<file path="src/rtl/operand_entry.sv">
// Operand entry front end for the GCD demo board.
// Conditions the Center pushbutton into a single clean press pulse,
// captures two non-zero switch operands, launches the GCD core once it
// is idle, and shows the current phase on the LEDs.
module operand_entry #(
    parameter int DEBOUNCE_CYCLES = 1000000
) (
    input  logic        CLK100MHZ,
    input  logic        Reset,
    input  logic [15:0] SW,
    input  logic        Center,
    input  logic        busy,
    input  logic        done,
    output logic [15:0] A,
    output logic [15:0] B,
    output logic        start,
    output logic [3:0]  LED
);

    // Counter only has to reach DEBOUNCE_CYCLES-1 before the level flips.
    localparam int CW = (DEBOUNCE_CYCLES > 2) ? $clog2(DEBOUNCE_CYCLES) : 1;
    localparam logic [CW-1:0] CNT_LAST = CW'(DEBOUNCE_CYCLES - 1);

    localparam logic [3:0] LED_A    = 4'b0001;
    localparam logic [3:0] LED_B    = 4'b0010;
    localparam logic [3:0] LED_RUN  = 4'b0100;
    localparam logic [3:0] LED_SHOW = 4'b1000;

    typedef enum logic [2:0] {
        GET_A  = 3'd0,
        GET_B  = 3'd1,
        LAUNCH = 3'd2,
        RUN    = 3'd3,
        SHOW   = 3'd4
    } state_t;

    state_t        state;
    logic [1:0]    sync;
    logic [CW-1:0] cnt;
    logic          lvl;
    logic          lvl_q;
    logic          press;

    // Two-flop synchronizer; sync[1] is the only copy of Center used below.
    always_ff @(posedge CLK100MHZ or posedge Reset) begin
        if (Reset) sync <= 2'b00;
        else       sync <= {sync[0], Center};
    end

    // Debounce: the level follows the synchronized input only after it has
    // disagreed for DEBOUNCE_CYCLES consecutive cycles; any agreement restarts.
    always_ff @(posedge CLK100MHZ or posedge Reset) begin
        if (Reset) begin
            cnt <= '0;
            lvl <= 1'b0;
        end else if (sync[1] == lvl) begin
            cnt <= '0;
        end else if (cnt == CNT_LAST) begin
            cnt <= '0;
            lvl <= sync[1];
        end else begin
            cnt <= cnt + CW'(1);
        end
    end

    // Registered rising-edge detect: one press per debounced 0->1, none on release.
    always_ff @(posedge CLK100MHZ or posedge Reset) begin
        if (Reset) begin
            lvl_q <= 1'b0;
            press <= 1'b0;
        end else begin
            lvl_q <= lvl;
            press <= lvl & ~lvl_q;
        end
    end

    // Phase sequencer; operands and LED pattern are registered with the state.
    // Presses outside GET_A/GET_B/SHOW and done outside RUN fall through unused.
    always_ff @(posedge CLK100MHZ or posedge Reset) begin
        if (Reset) begin
            state <= GET_A;
            A     <= 16'h0000;
            B     <= 16'h0000;
            LED   <= LED_A;
        end else begin
            case (state)
                GET_A: if (press && SW != 16'h0000) begin
                    A     <= SW;
                    state <= GET_B;
                    LED   <= LED_B;
                end
                GET_B: if (press && SW != 16'h0000) begin
                    B     <= SW;
                    state <= LAUNCH;
                    LED   <= LED_RUN;
                end
                LAUNCH: if (!busy) begin
                    state <= RUN;
                end
                RUN: if (done) begin
                    state <= SHOW;
                    LED   <= LED_SHOW;
                end
                SHOW: if (press) begin
                    state <= GET_A;
                    LED   <= LED_A;
                end
                default: begin
                    state <= GET_A;
                    LED   <= LED_A;
                end
            endcase
        end
    end

    // Launch pulse lands in the first LAUNCH cycle the core reports idle;
    // the state leaves LAUNCH on that same edge, so it is exactly one cycle.
    assign start = (state == LAUNCH) && !busy;

endmodule

</file>
<file path="config.mk">
export PLATFORM = sky130hd
export DESIGN_NAME = operand_entry
export DESIGN_NICKNAME = d
export VERILOG_FILES = /design/src/rtl/operand_entry.sv
export SDC_FILE = /design/constraint.sdc
export NUM_CORES = 1
export LEC_CHECK = 0
export BUFFER_PORTS_ARGS = -buffer_cell sky130_fd_sc_hd__buf_4
export CORE_MARGIN = 3
export CORE_UTILIZATION = 58
export CTS_CLUSTER_DIAMETER = 40
export DETAILED_ROUTE_END_ITERATION = 10
export GPL_ROUTABILITY_DRIVEN = 1
export PLACE_DENSITY_LB_ADDON = 0.25
export SYNTH_ARGS = -nofsm -noshare
export SYNTH_HDL_FRONTEND = slang
export SYNTH_SLANG_ARGS = --single-unit
export TNS_END_PERCENT = 20
</file>
<file path="constraint.sdc">
create_clock -name CLK100MHZ -period 3.9 [get_ports CLK100MHZ]
set_input_delay 0.39 -clock CLK100MHZ [delete_from_list [all_inputs] [get_ports CLK100MHZ]]
set_output_delay 0.39 -clock CLK100MHZ [all_outputs]
set_load 0.02 [all_outputs]
</file>
== Word level (Yosys, flattened, before mapping) ==
Cells that the tools add are included.
W data, S select, Z words.

* Add/sub/neg operators: 1
* Eq/ne operators: 11
* Multiplexer cells: 13
* Bitwise logic cells: 4
* Reductions and logical operators: 10

{| class="wikitable"
|+ Operators with widths
! kind !! number
|-
| $mux W20 || 2
|-
| $add A20 B1 Y20 const B || 1
|-
| $eq A20 B20 Y1 const B || 1
|-
| $pmux W4 S5 || 1
|-
| $mux W4 || 4
|-
| $reduce_bool A16 Y1 || 1
|-
| $mux W3 || 5
|-
| $pmux W3 S5 || 1
|-
| $ne A2 B2 Y1 const B || 5
|-
| $reduce_and A5 Y1 || 2
|-
| $eq A3 B2 Y1 const B || 2
|-
| $reduce_and A2 Y1 || 3
|-
| $eq A3 B1 Y1 const B || 1
|-
| $eq A3 B3 Y1 const B || 1
|-
| $logic_not A3 Y1 || 1
|-
| $not A1 Y1 || 3
|-
| $logic_and A1 B1 Y1 || 2
|-
| $and A1 B1 Y1 || 1
|-
| $eq A1 B1 Y1 || 1
|-
| $logic_not A1 Y1 || 1
|}

* Bits in registers: 64
* Input bits: 21
* Output and inout port bits: 37
* Word-level logic and storage cells: 48

== Depth between registers and ports, before layout ==
Gate-level depths: netlist of run 1.

* Word-level depth: 4
* Mapped depth: 6
* Gate-level depth less buffers: 5

== Worst setup path before layout of run 1 ==
Ideal clock, no wire load.

* Kind: input to register
* Start point: input SW[5]
* End point: register B[0]
* Setup time: 0.125 ns
* Data arrival time: 1.678 ns
* Data required time: 3.775 ns
* Setup slack: 2.097 ns
* Stages: 5
* Buffers on the path: 1
* Path through: nor4_1 -> a41oi_2 -> nand3_2 -> buf_6 -> mux2_2

* Longest elaborated chain between the ends: 3

{| class="wikitable"
|+ RTL lines
! element !! line !! source
|-
| from (decl) || 10 || <nowiki>input logic [15:0] SW,</nowiki>
|-
| $reduce_bool A16 Y1 || 92 || <nowiki>GET_B: if (press && SW != 16'h0000) begin</nowiki>
|-
| $logic_and A1 B1 Y1 || 92 ||
|-
| $reduce_and A2 Y1 (no source line) || - ||
|-
| to (signal assigned) || 83 || <nowiki>B <= 16'h0000;</nowiki>
|-
| to (signal assigned) || 93 || <nowiki>B <= SW;</nowiki>
|-
| to (decl) || 15 || <nowiki>output logic [15:0] B,</nowiki>
|}

No other way between the ends.
A chain may end at the register's enable or synchronous reset.

== Worst setup path after layout of run 1 ==
* Start point: register cnt[0]
* End point: register cnt[14]

* Longest elaborated chain between the ends: 3
* Elaborated cells between the ends (all ways): 4
* Those cells by class: add/sub: 1; eq/ne: 1; mux: 2

{| class="wikitable"
|+ RTL lines
! element !! line !! source
|-
| from (decl) || 39 || <nowiki>logic [CW-1:0] cnt;</nowiki>
|-
| from (signal assigned) || 62 || <nowiki>cnt <= cnt + CW'(1);</nowiki>
|-
| $add A20 B1 Y20 / $eq A20 B20 Y1 (equally long branches) || 62, 58 ||
|-
| $mux W20 (*) || 58 || <nowiki>end else if (cnt == CNT_LAST) begin</nowiki>
|-
| $mux W20 (*) || 56 || <nowiki>end else if (sync[1] == lvl) begin</nowiki>
|}

Every way passes the cells marked *; elsewhere a longest branch is shown, timed or not.

==> out/qor.yml, run 1 <==
finalCritPeriodShare_pct: 51.8
antenna_found_initial: 0
antenna_cells: 0
rows: 24
clock_latency_ns: 0.34
synth_cell_types: 38
arrival_ns: 2.21
grt_pass1_wl_um: 8680
pre_cts_ws_ns: 1.60
syn_to_final_growth_pct: 23.1
power.internal_uw: 928
placed_cell_area_mm2: 0.00324
cts_hold_buf: 0
via_per_inst: 5.50
cts_sinks: 64
cts_buffers: 9
clock_skew_ns: 0.00998
fin_setup_tns_ns: 0
dieHeight_um: 75.1
tritoncts: "yes"
swShare_pct: 23.5
cp-endpoint: "cnt[14]$_DFF_PP0_"
hold_class: "input pin to flip-flop"
clkTransAtPathRegs_ns: 0.07
crit_required_ns: 4.09
finalWorstSetupSlack_ns: 1.88
drcViolationCount: 0
grt_pass1_vias: 1807
grt_use_total_pct: 21.2
syn-instance-count: 221
avgSynthCellArea_um2: 12.5
place_hpwl_um: 3860
clock_path_buffers: 2
maxSlewHeadroom_pct: 41.6
drtIter0Drc: 102
netlist_area_mm2: 0.00277
comb_power_share_pct: 3.8
dr_total_vias: 1888
dr.pass1.iters: 4
reg2reg_depth: 5
end_kind: "flip-flop"
routed_wirelength_um: 5360
grt_max_degree: 45
worst_r2r_endpoint: "cnt[14]$_DFF_PP0_"
finalSetupViolCount: 0
status: "completed"
cp-startpoint: "cnt[0]$_DFF_PP0_"
floorplan.initialDensity_pct: 62.0
htree_levels: 3
power.share.clock_pct: 41.0
finalHoldViolCount: 0
cts_root_buf: "clkbuf_8"
seqPwrFrac_pct: 55.3
cts_resized: 0
fin_util_pct: 76.3
nets: 308
die_x_um: 75.1
reg2reg_from: "cnt[0]$_DFF_PP0_"
core_area_mm2: 0.00447
synthFlopType: "dfrtp_1"
path_class: "flip-flop to flip-flop"
leakage_uw: 0.00169
gp_routability_congestion: 0.821
max_freq_mhz: 495
tightest_slew_ns: 0.874
layout_common_cells: "63 x dfrtp_1, 58 x buf_4, 34 x mux2_2"
fin_hold_ws_ns: 0.154
wl_per_cell_um: 15.6
ioPinCount: 58
power_density_mw_per_mm2: 355
synthArstFlopShare_pct: 100
p_sw_uw: 285
yosysSeqAreaShare_pct: 57.8
port_buffers: 57
fp.dieArea_mm2: 0.00565
maxCapViolCount: 0
critPathLaunchType: "flip-flop"
ff2ff_setup_slack_ns: 1.88
synth.ff_latch_count: 64
cp_max_fo: 19
layout_commonest_cell: "dfrtp_1"
grt_overflow: 0
post_cts_buffers: 0
finalInstanceArea_mm2: 0.00341
ant_nets: 0
yosys_warnings: 0
synth_nets: 243
rsz0062_at_grt: "false"
synth_edf_count: 0
fin_crit_ns: 2.02
slew_viol_final: 0
layout-drive-gt1-share_pct: 41.2
ir_drop_mv: 0.267
-- cell type report --
type	count	area, um^2
flip-flops and latches	64	1600
multi-input cells	141	1090
fillers	291	1060
repair buffers	58	435
clock buffers	10	138
well taps	52	65.1
inverters	12	45.0
clock inverters	6	35.0
-- worst min path at each step --
| stage | end | slack (ns) | cells after the start | start |
|---|---|---|---|---|
| 2_1_floorplan | sync[1]$_DFF_PP0_ | 0.33 | 0 | sync[0]$_DFF_PP0_ |
| 3_3_place_gp | sync[1]$_DFF_PP0_ | 0.33 | 0 | sync[0]$_DFF_PP0_ |
| 3_5_place_dp | sync[1]$_DFF_PP0_ | 0.34 | 0 | sync[0]$_DFF_PP0_ |
| 4_1_cts | sync[0]$_DFF_PP0_ | 0.13 | 1 | Center |
| 5_1_grt | sync[0]$_DFF_PP0_ | 0.14 | 1 | Center |
| 6_report | sync[0]$_DFF_PP0_ | 0.15 | 1 | Center |
-- logic make-up (layout without fill, tap and decap cells) --
| family | count (synthesis) | after routing | share of synthesized area, % |
|---|---|---|---|
| AND/OR/NAND/NOR | 71 | 71 | 14.7 |
| adder cells (fa/ha/maj) | 1 | 1 | 0.451 |
| AO/OA/AOI/OAI | 20 | 20 | 5.73 |
| buffers and inverters | 16 | 86 | 2.75 |
| flip-flops | 64 | 64 | 57.8 |
| multiplexers | 34 | 34 | 13.8 |
| XOR/XNOR | 15 | 15 | 4.74 |
-- through the flow --
stage	power (uW)	instances
6_report	1210	343
5_1_grt	1260	343
4_1_cts	1230	343
3_5_place_dp	729	327
3_3_place_gp	728	327
2_1_floorplan	701	221
-- registers in the layout, indices dropped and copies added, names as in the netlist --
register  count
A            16
B            16
LED           4
cnt          20
lvl           1
lvl_q         1
press         1
state         3
sync          2
-- synth_stat cells, types with 2 or more instances --
cell type | instances | area share [%]
a21oi_1 | 5 | 0.90
a22oi_1 | 2 | 0.54
and3_1 | 4 | 0.90
buf_6 | 2 | 0.81
dfrtp_1 | 63 | 57
inv_1 | 12 | 1.6
mux2_2 | 34 | 14
nand2_1 | 7 | 0.95
nand3_1 | 8 | 1.4
nand3_2 | 3 | 1.1
nand4_1 | 3 | 0.68
nor2_1 | 20 | 2.7
nor2b_1 | 2 | 0.45
nor3_1 | 4 | 0.72
nor4_1 | 8 | 1.8
nor4b_1 | 2 | 0.63
o21ai_0 | 3 | 0.54
o31ai_1 | 3 | 0.81
or3_4 | 2 | 0.81
or4_1 | 3 | 0.81
xnor2_1 | 12 | 3.8
xor2_1 | 3 | 0.95
-- worst max-delay path, stage by stage (launching register included) --
cell,delay (ns)
dfrtp_1,0.39
ha_1,0.25
and3_1,0.22
nand3_1,0.18
o31ai_4,0.71
nor2_1,0.12
-- layer usage --
layer,GRT usage [%],wire [um]
met3,7.74,357
met2,32.0,2470
met4,12.4,158
met5,0,0
met1,26.3,2370
-- power groups by stage --
stage / registers (uW) / logic (uW) / clock network (uW)
after global placement: 683 / 45.5 / 0
after global routing: 670 / 51.6 / 536
after detailed placement: 683 / 46.4 / 0
after CTS: 670 / 46.6 / 509
after floorplan: 682 / 19.2 / 0
final: 670 / 45.5 / 497
No activity file was read; power rests on OpenSTA's default activity.
==> run 2: changes to the inputs <==
--- a/config.mk
+++ b/config.mk
@@ -7,7 +7,7 @@
 export LEC_CHECK = 0
 export BUFFER_PORTS_ARGS = -buffer_cell sky130_fd_sc_hd__buf_4
 export CORE_MARGIN = 3
-export CORE_UTILIZATION = 58
+export CORE_UTILIZATION = 49
 export CTS_CLUSTER_DIAMETER = 40
 export DETAILED_ROUTE_END_ITERATION = 10
 export GPL_ROUTABILITY_DRIVEN = 1
==> constraint.sdc (replaced) <==
create_clock -name CLK100MHZ -period 1.6 [get_ports CLK100MHZ]
set_input_delay 0.16 -clock CLK100MHZ [delete_from_list [all_inputs] [get_ports CLK100MHZ]]
set_output_delay 0.16 -clock CLK100MHZ [all_outputs]
set_load 0.02 [all_outputs]
==> out/qor.yml, run 2 (synthesized netlist as in run 1, its figures left out) <==
routed_wirelength_um: 6330
finalSetupViolCount: 8
syn_to_final_growth_pct: 42.1
wl_per_cell_um: 15.6
clock_skew_ns: 0.00663
comb_power_share_pct: 5.3
grt_use_total_pct: 20.1
core_area_mm2: 0.00530
layout-drive-gt1-share_pct: 52.8
floorplan.initialDensity_pct: 52.3
ir_drop_mv: 0.563
power.internal_uw: 2340
dr_total_vias: 2122
path_class: "flip-flop to flip-flop"
swShare_pct: 22.4
antenna_found_initial: 0
ioPinCount: 58
violations: "setup timing"
maxSlewHeadroom_pct: 68.7
fin_crit_ns: 1.69
place_hpwl_um: 4340
largest_reg_flops: 20
end_kind: "flip-flop"
drtIter0Drc: 62
maxCapViolCount: 0
top_regs: "cnt: 20 flops, A: 16 flops, B: 16 flops"
placedCellCount: 382
port_buffers: 57
clock_path_buffers: 2
grt_pass1_vias: 2160
clkTransAtPathRegs_ns: 0.07
cp_slowest_cell: "or3_4"
critPathTopFamily: "simple AND/OR/NAND/NOR gates"
nets: 353
antenna_cells: 0
max_freq_mhz: 591
grt_max_degree: 27
rows: 26
power_density_mw_per_mm2: 765
layout_commonest_cell: "buf_4"
gp_routability_congestion: 0.861
arrival_ns: 1.95
ant_nets: 0
tritoncts: "yes"
via_per_inst: 5.24
finalCritPeriodShare_pct: 106
cp_slowest_stage_delay_ns: 0.42
layout_common_cells: "96 x buf_4, 60 x dfrtp_1, 34 x mux2_2"
slew_viol_final: 0
seqPwrFrac_pct: 54.2
die_x_um: 81.2
dieHeight_um: 81.2
finalWorstSetupSlack_ns: -0.0931
pre_cts_ws_ns: -0.159
htree_levels: 3
drcViolationCount: 0
rsz0062_at_grt: "true"
cp_cell_sequence: "buf_4, nand4_1, or3_4, or4_4, a21oi_2"
status: "finished, violations left"
grt_pass1_wl_um: 9840
power.share.clock_pct: 40.5
finalHoldViolCount: 0
fp.dieArea_mm2: 0.00660
grt_overflow: 0
hold_class: "input pin to flip-flop"
p_sw_uw: 674
cts_buffers: 9
critPathLaunchType: "flip-flop"
cts_sinks: 64
cp_max_fo: 4
clock_latency_ns: 0.33
path_buf_inv: 1
regMostFlops: "cnt"
fin_setup_tns_ns: -0.275
tightest_slew_ns: 0.469
dr.pass1.iters: 4
leakage_uw: 0.00195
stdcell_count: 405
cts_root_buf: "clkbuf_8"
crit_required_ns: 1.86
run 2: cell types whose count changed in the layout (fill, tap and decap cells not counted), sizes merged:
cell	previous run	this run
buf	58	101
clkbuf	10	12
clkinv	4	2
dlygate4sd3	0	2
inv	12	11
run 2: final cells by class:
class | instances | area, um^2
Sequential cell | 64 | 1610
Fill cell | 364 | 1360
Multi-Input combinational cell | 141 | 1200
Timing Repair Buffer | 103 | 823
Clock buffer | 12 | 155
Tap cell | 70 | 87.6
Inverter | 12 | 48.8
Clock inverter | 3 | 17.5
run 2: worst paths after layout:
kind	to	slack, ns	depth (start not counted)	start
setup / recovery	cnt[17]$_DFF_PP0_	-0.09	5	cnt[0]$_DFF_PP0_
hold / removal	state[0]$_DFFE_PP0P_	0.03	2	done
setup reg to reg	cnt[17]$_DFF_PP0_	-0.09	5	cnt[0]$_DFF_PP0_
hold reg to reg	sync[1]$_DFF_PP0_	0.35	0	sync[0]$_DFF_PP0_
max in group asynchronous	LED[0]$_DFFE_PP1P_	0.63	4	Reset
min in group asynchronous	A[8]$_DFFE_PP0P_	0.40	3	Reset
run 2: routing by layer:
layer  share of wire (%)  vias to the layer above  wire length [um]  global-route usage (%)
met3                 5.8                       11               369                    4.88
met1                  42                     1041              2660                    24.8
met5                   0                        -                 0                       0
li1                    -                     1013                 -                       -
met2                  50                       57              3180                    33.7
met4                 1.9                        0               122                    8.11
run 2: power by group through the flow:
| stage | clock, uW | combinational [uW] | sequential [uW] |
|---|---|---|---|
| floorplan | 0 | 47.7 | 1660 |
| CTS | 1250 | 156 | 1630 |
| global placement | 0 | 148 | 1660 |
| global route | 1340 | 179 | 1630 |
| finish | 1220 | 159 | 1630 |
| detailed placement | 0 | 150 | 1660 |
run 2: per-stage QoR:
step | total power (uW) | instance area, um^2 | hold slack [ns] | util [%]
floorplan | 1710 | 2780 | 0.191 | -
global placement | 1810 | 3590 | 0.207 | 67.6
detailed placement | 1810 | 3590 | 0.204 | 67.6
CTS | 3040 | 3810 | 0.0155 | 71.9
global route | 3150 | 3940 | 0.0163 | 74.3
finish | 3010 | 3940 | 0.0277 | 74.3
run 2: repair_timing:
item                                   in CTS  in global routing
setup buffers                               1                  4
gates cloned                                0                  1
gates resized for setup                     7                 18
setup endpoints to repair                  17                 21
pin swaps                                   2                 10
endpoints found under the hold margin      18                  0
hold buffers                                2                  0
==> run 3: changes to the inputs <==
--- a/config.mk
+++ b/config.mk
@@ -12,6 +12,7 @@
 export DETAILED_ROUTE_END_ITERATION = 10
 export GPL_ROUTABILITY_DRIVEN = 1
 export PLACE_DENSITY_LB_ADDON = 0.25
+export RECOVER_POWER = 25
 export SYNTH_ARGS = -nofsm -noshare
 export SYNTH_HDL_FRONTEND = slang
 export SYNTH_SLANG_ARGS = --single-unit
==> out/qor.yml, run 3 (synthesized netlist as in run 1, its figures left out) <==
status: "finished, violations left"
violations: "setup timing"
placed_cell_area_mm2: 0.00359
finalHoldViolCount: 0
clkTransAtPathRegs_ns: 0.07
cp_max_fo: 4
cts_buffers: 9
power.share.clock_pct: 40.6
finalSetupViolCount: 9
drcViolationCount: 0
place_hpwl_um: 4340
fin_hold_ws_ns: 0.0274
antenna_found_initial: 0
met1_usage_pct: 24.8
hold_start: "done"
maxCapViolCount: 0
clock_path_buffers: 2
finalCritPeriodShare_pct: 106
fin_crit_ns: 1.69
port_buffers: 57
reg2reg_from: "cnt[0]$_DFF_PP0_"
n_fill_cell: 367
finalInstanceArea_mm2: 0.00392
seqPwrFrac_pct: 54.3
grt_overflow: 0
dr.pass1.iters: 4
dieHeight_um: 81.2
met2_usage_pct: 33.7
hold_depth: 2
wl_per_cell_um: 15.6
cts_root_buf: "clkbuf_8"
p_sw_uw: 674
grt_pass1_vias: 2160
antenna_cells: 0
ant_nets: 0
floorplan.initialDensity_pct: 52.3
gp_routability_congestion: 0.861
arrival_ns: 1.95
seq_area_mm2: 0.00161
power.internal_uw: 2340
grt_pass1_wl_um: 9840
busiest_layer: "met2"
comb_power_share_pct: 5.1
syn_to_final_growth_pct: 41.5
slew_viol_final: 0
maxSlewHeadroom_pct: 40.7
end_kind: "flip-flop"
dr_total_vias: 2120
ioPinCount: 58
via_per_inst: 5.23
critPathLaunchType: "flip-flop"
rsz0062_at_grt: "true"
layout_common_cells: "94 x buf_4, 60 x dfrtp_1, 34 x mux2_2"
largest_reg_flops: 20
rows: 26
swShare_pct: 22.4
ir_drop_mv: 0.562
grt_use_total_pct: 20.1
routed_wirelength_um: 6320
finalWorstSetupSlack_ns: -0.0931
drtIter0Drc: 52
reg2reg_depth: 5
crit_required_ns: 1.86
grt_max_degree: 27
max_freq_mhz: 591
fp.dieArea_mm2: 0.00660
top_regs: "cnt: 20 flops, A: 16 flops, B: 16 flops"
layout_commonest_cell: "buf_4"
hold_path_end: "state[0]$_DFFE_PP0P_"
power_density_mw_per_mm2: 767
clock_skew_ns: 0.00639
cts_sinks: 64
htree_levels: 3
worst_r2r_endpoint: "cnt[17]$_DFF_PP0_"
hold_class: "input pin to flip-flop"
layout-drive-gt1-share_pct: 52.8
met3_usage_pct: 4.88
regMostFlops: "cnt"
die_x_um: 81.2
core_area_mm2: 0.00530
leakage_uw: 0.00195
path_class: "flip-flop to flip-flop"
tightest_slew_ns: 0.884
multi_input_area_mm2: 0.00120
clock_latency_ns: 0.33
tritoncts: "yes"
nets: 353
ff2ff_setup_slack_ns: -0.09
## run 3: cell type report
type | count | share of cell area, %
inverters | 12 | 1.18
flip-flops and latches | 64 | 40.9
clock inverters | 3 | 0.446
clock buffers | 12 | 3.95
well taps | 70 | 2.23
repair buffers | 103 | 20.7
multi-input cells | 141 | 30.6
## run 3: worst max-delay path, cell delays in order (launching register included)
cell,delay (ns)
dfrtp_1,0.39
buf_4,0.14
nand4_1,0.12
or3_4,0.42
or4_4,0.42
a21oi_2,0.13
## run 3: power groups by stage
| stage | logic [uW] | registers (uW) | clock network, uW |
|---|---|---|---|
| after floorplan | 47.7 | 1660 | 0 |
| after global placement | 148 | 1660 | 0 |
| after detailed placement | 150 | 1660 | 0 |
| after CTS | 156 | 1630 | 1250 |
| after global routing | 174 | 1640 | 1340 |
| final | 154 | 1630 | 1220 |
## run 3: per-stage QoR
step	setup TNS [ns]	util (%)	cells	total power, uW	setup slack (ns)
after floorplan	-1.56	-	221	1710	-0.149
after global routing	-1.38	74.0	405	3150	-0.162
after CTS	-0.0779	71.9	400	3040	-0.0600
after global placement	-4.42	67.6	382	1810	-0.144
after detailed placement	-4.65	67.6	382	1810	-0.159
final	-0.276	74.0	405	3010	-0.0931
## run 3: how the worst max path moves through the flow
stage / cells after the start / end / slack (ns) / start
6_report: 5 / cnt[17]$_DFF_PP0_ / -0.09 / cnt[0]$_DFF_PP0_
4_1_cts: 5 / cnt[18]$_DFF_PP0_ / -0.06 / cnt[1]$_DFF_PP0_
3_3_place_gp: 7 / state[0]$_DFFE_PP0P_ / -0.14 / SW[5]
3_5_place_dp: 7 / B[0]$_DFFE_PP0P_ / -0.16 / SW[14]
5_1_grt: 5 / cnt[17]$_DFF_PP0_ / -0.16 / cnt[1]$_DFF_PP0_
2_1_floorplan: 5 / cnt[18]$_DFF_PP0_ / -0.15 / cnt[0]$_DFF_PP0_
## run 3: per-layer routing
metal | share of wire, % | wire length, um | vias up
li1 | - | - | 1009
met1 | 42 | 2650 | 1043
met2 | 50 | 3170 | 55
met3 | 5.8 | 369 | 13
met4 | 2.2 | 138 | 0
met5 | 0 | 0 | -
## run 3: what timing repair did
action	in CTS	in global routing
buffers inserted	1	4
hold buffers	2	0
hold endpoints to repair	18	0
resized for setup	7	18
gates cloned	0	1
pin swaps	2	10
setup endpoints to repair	17	21
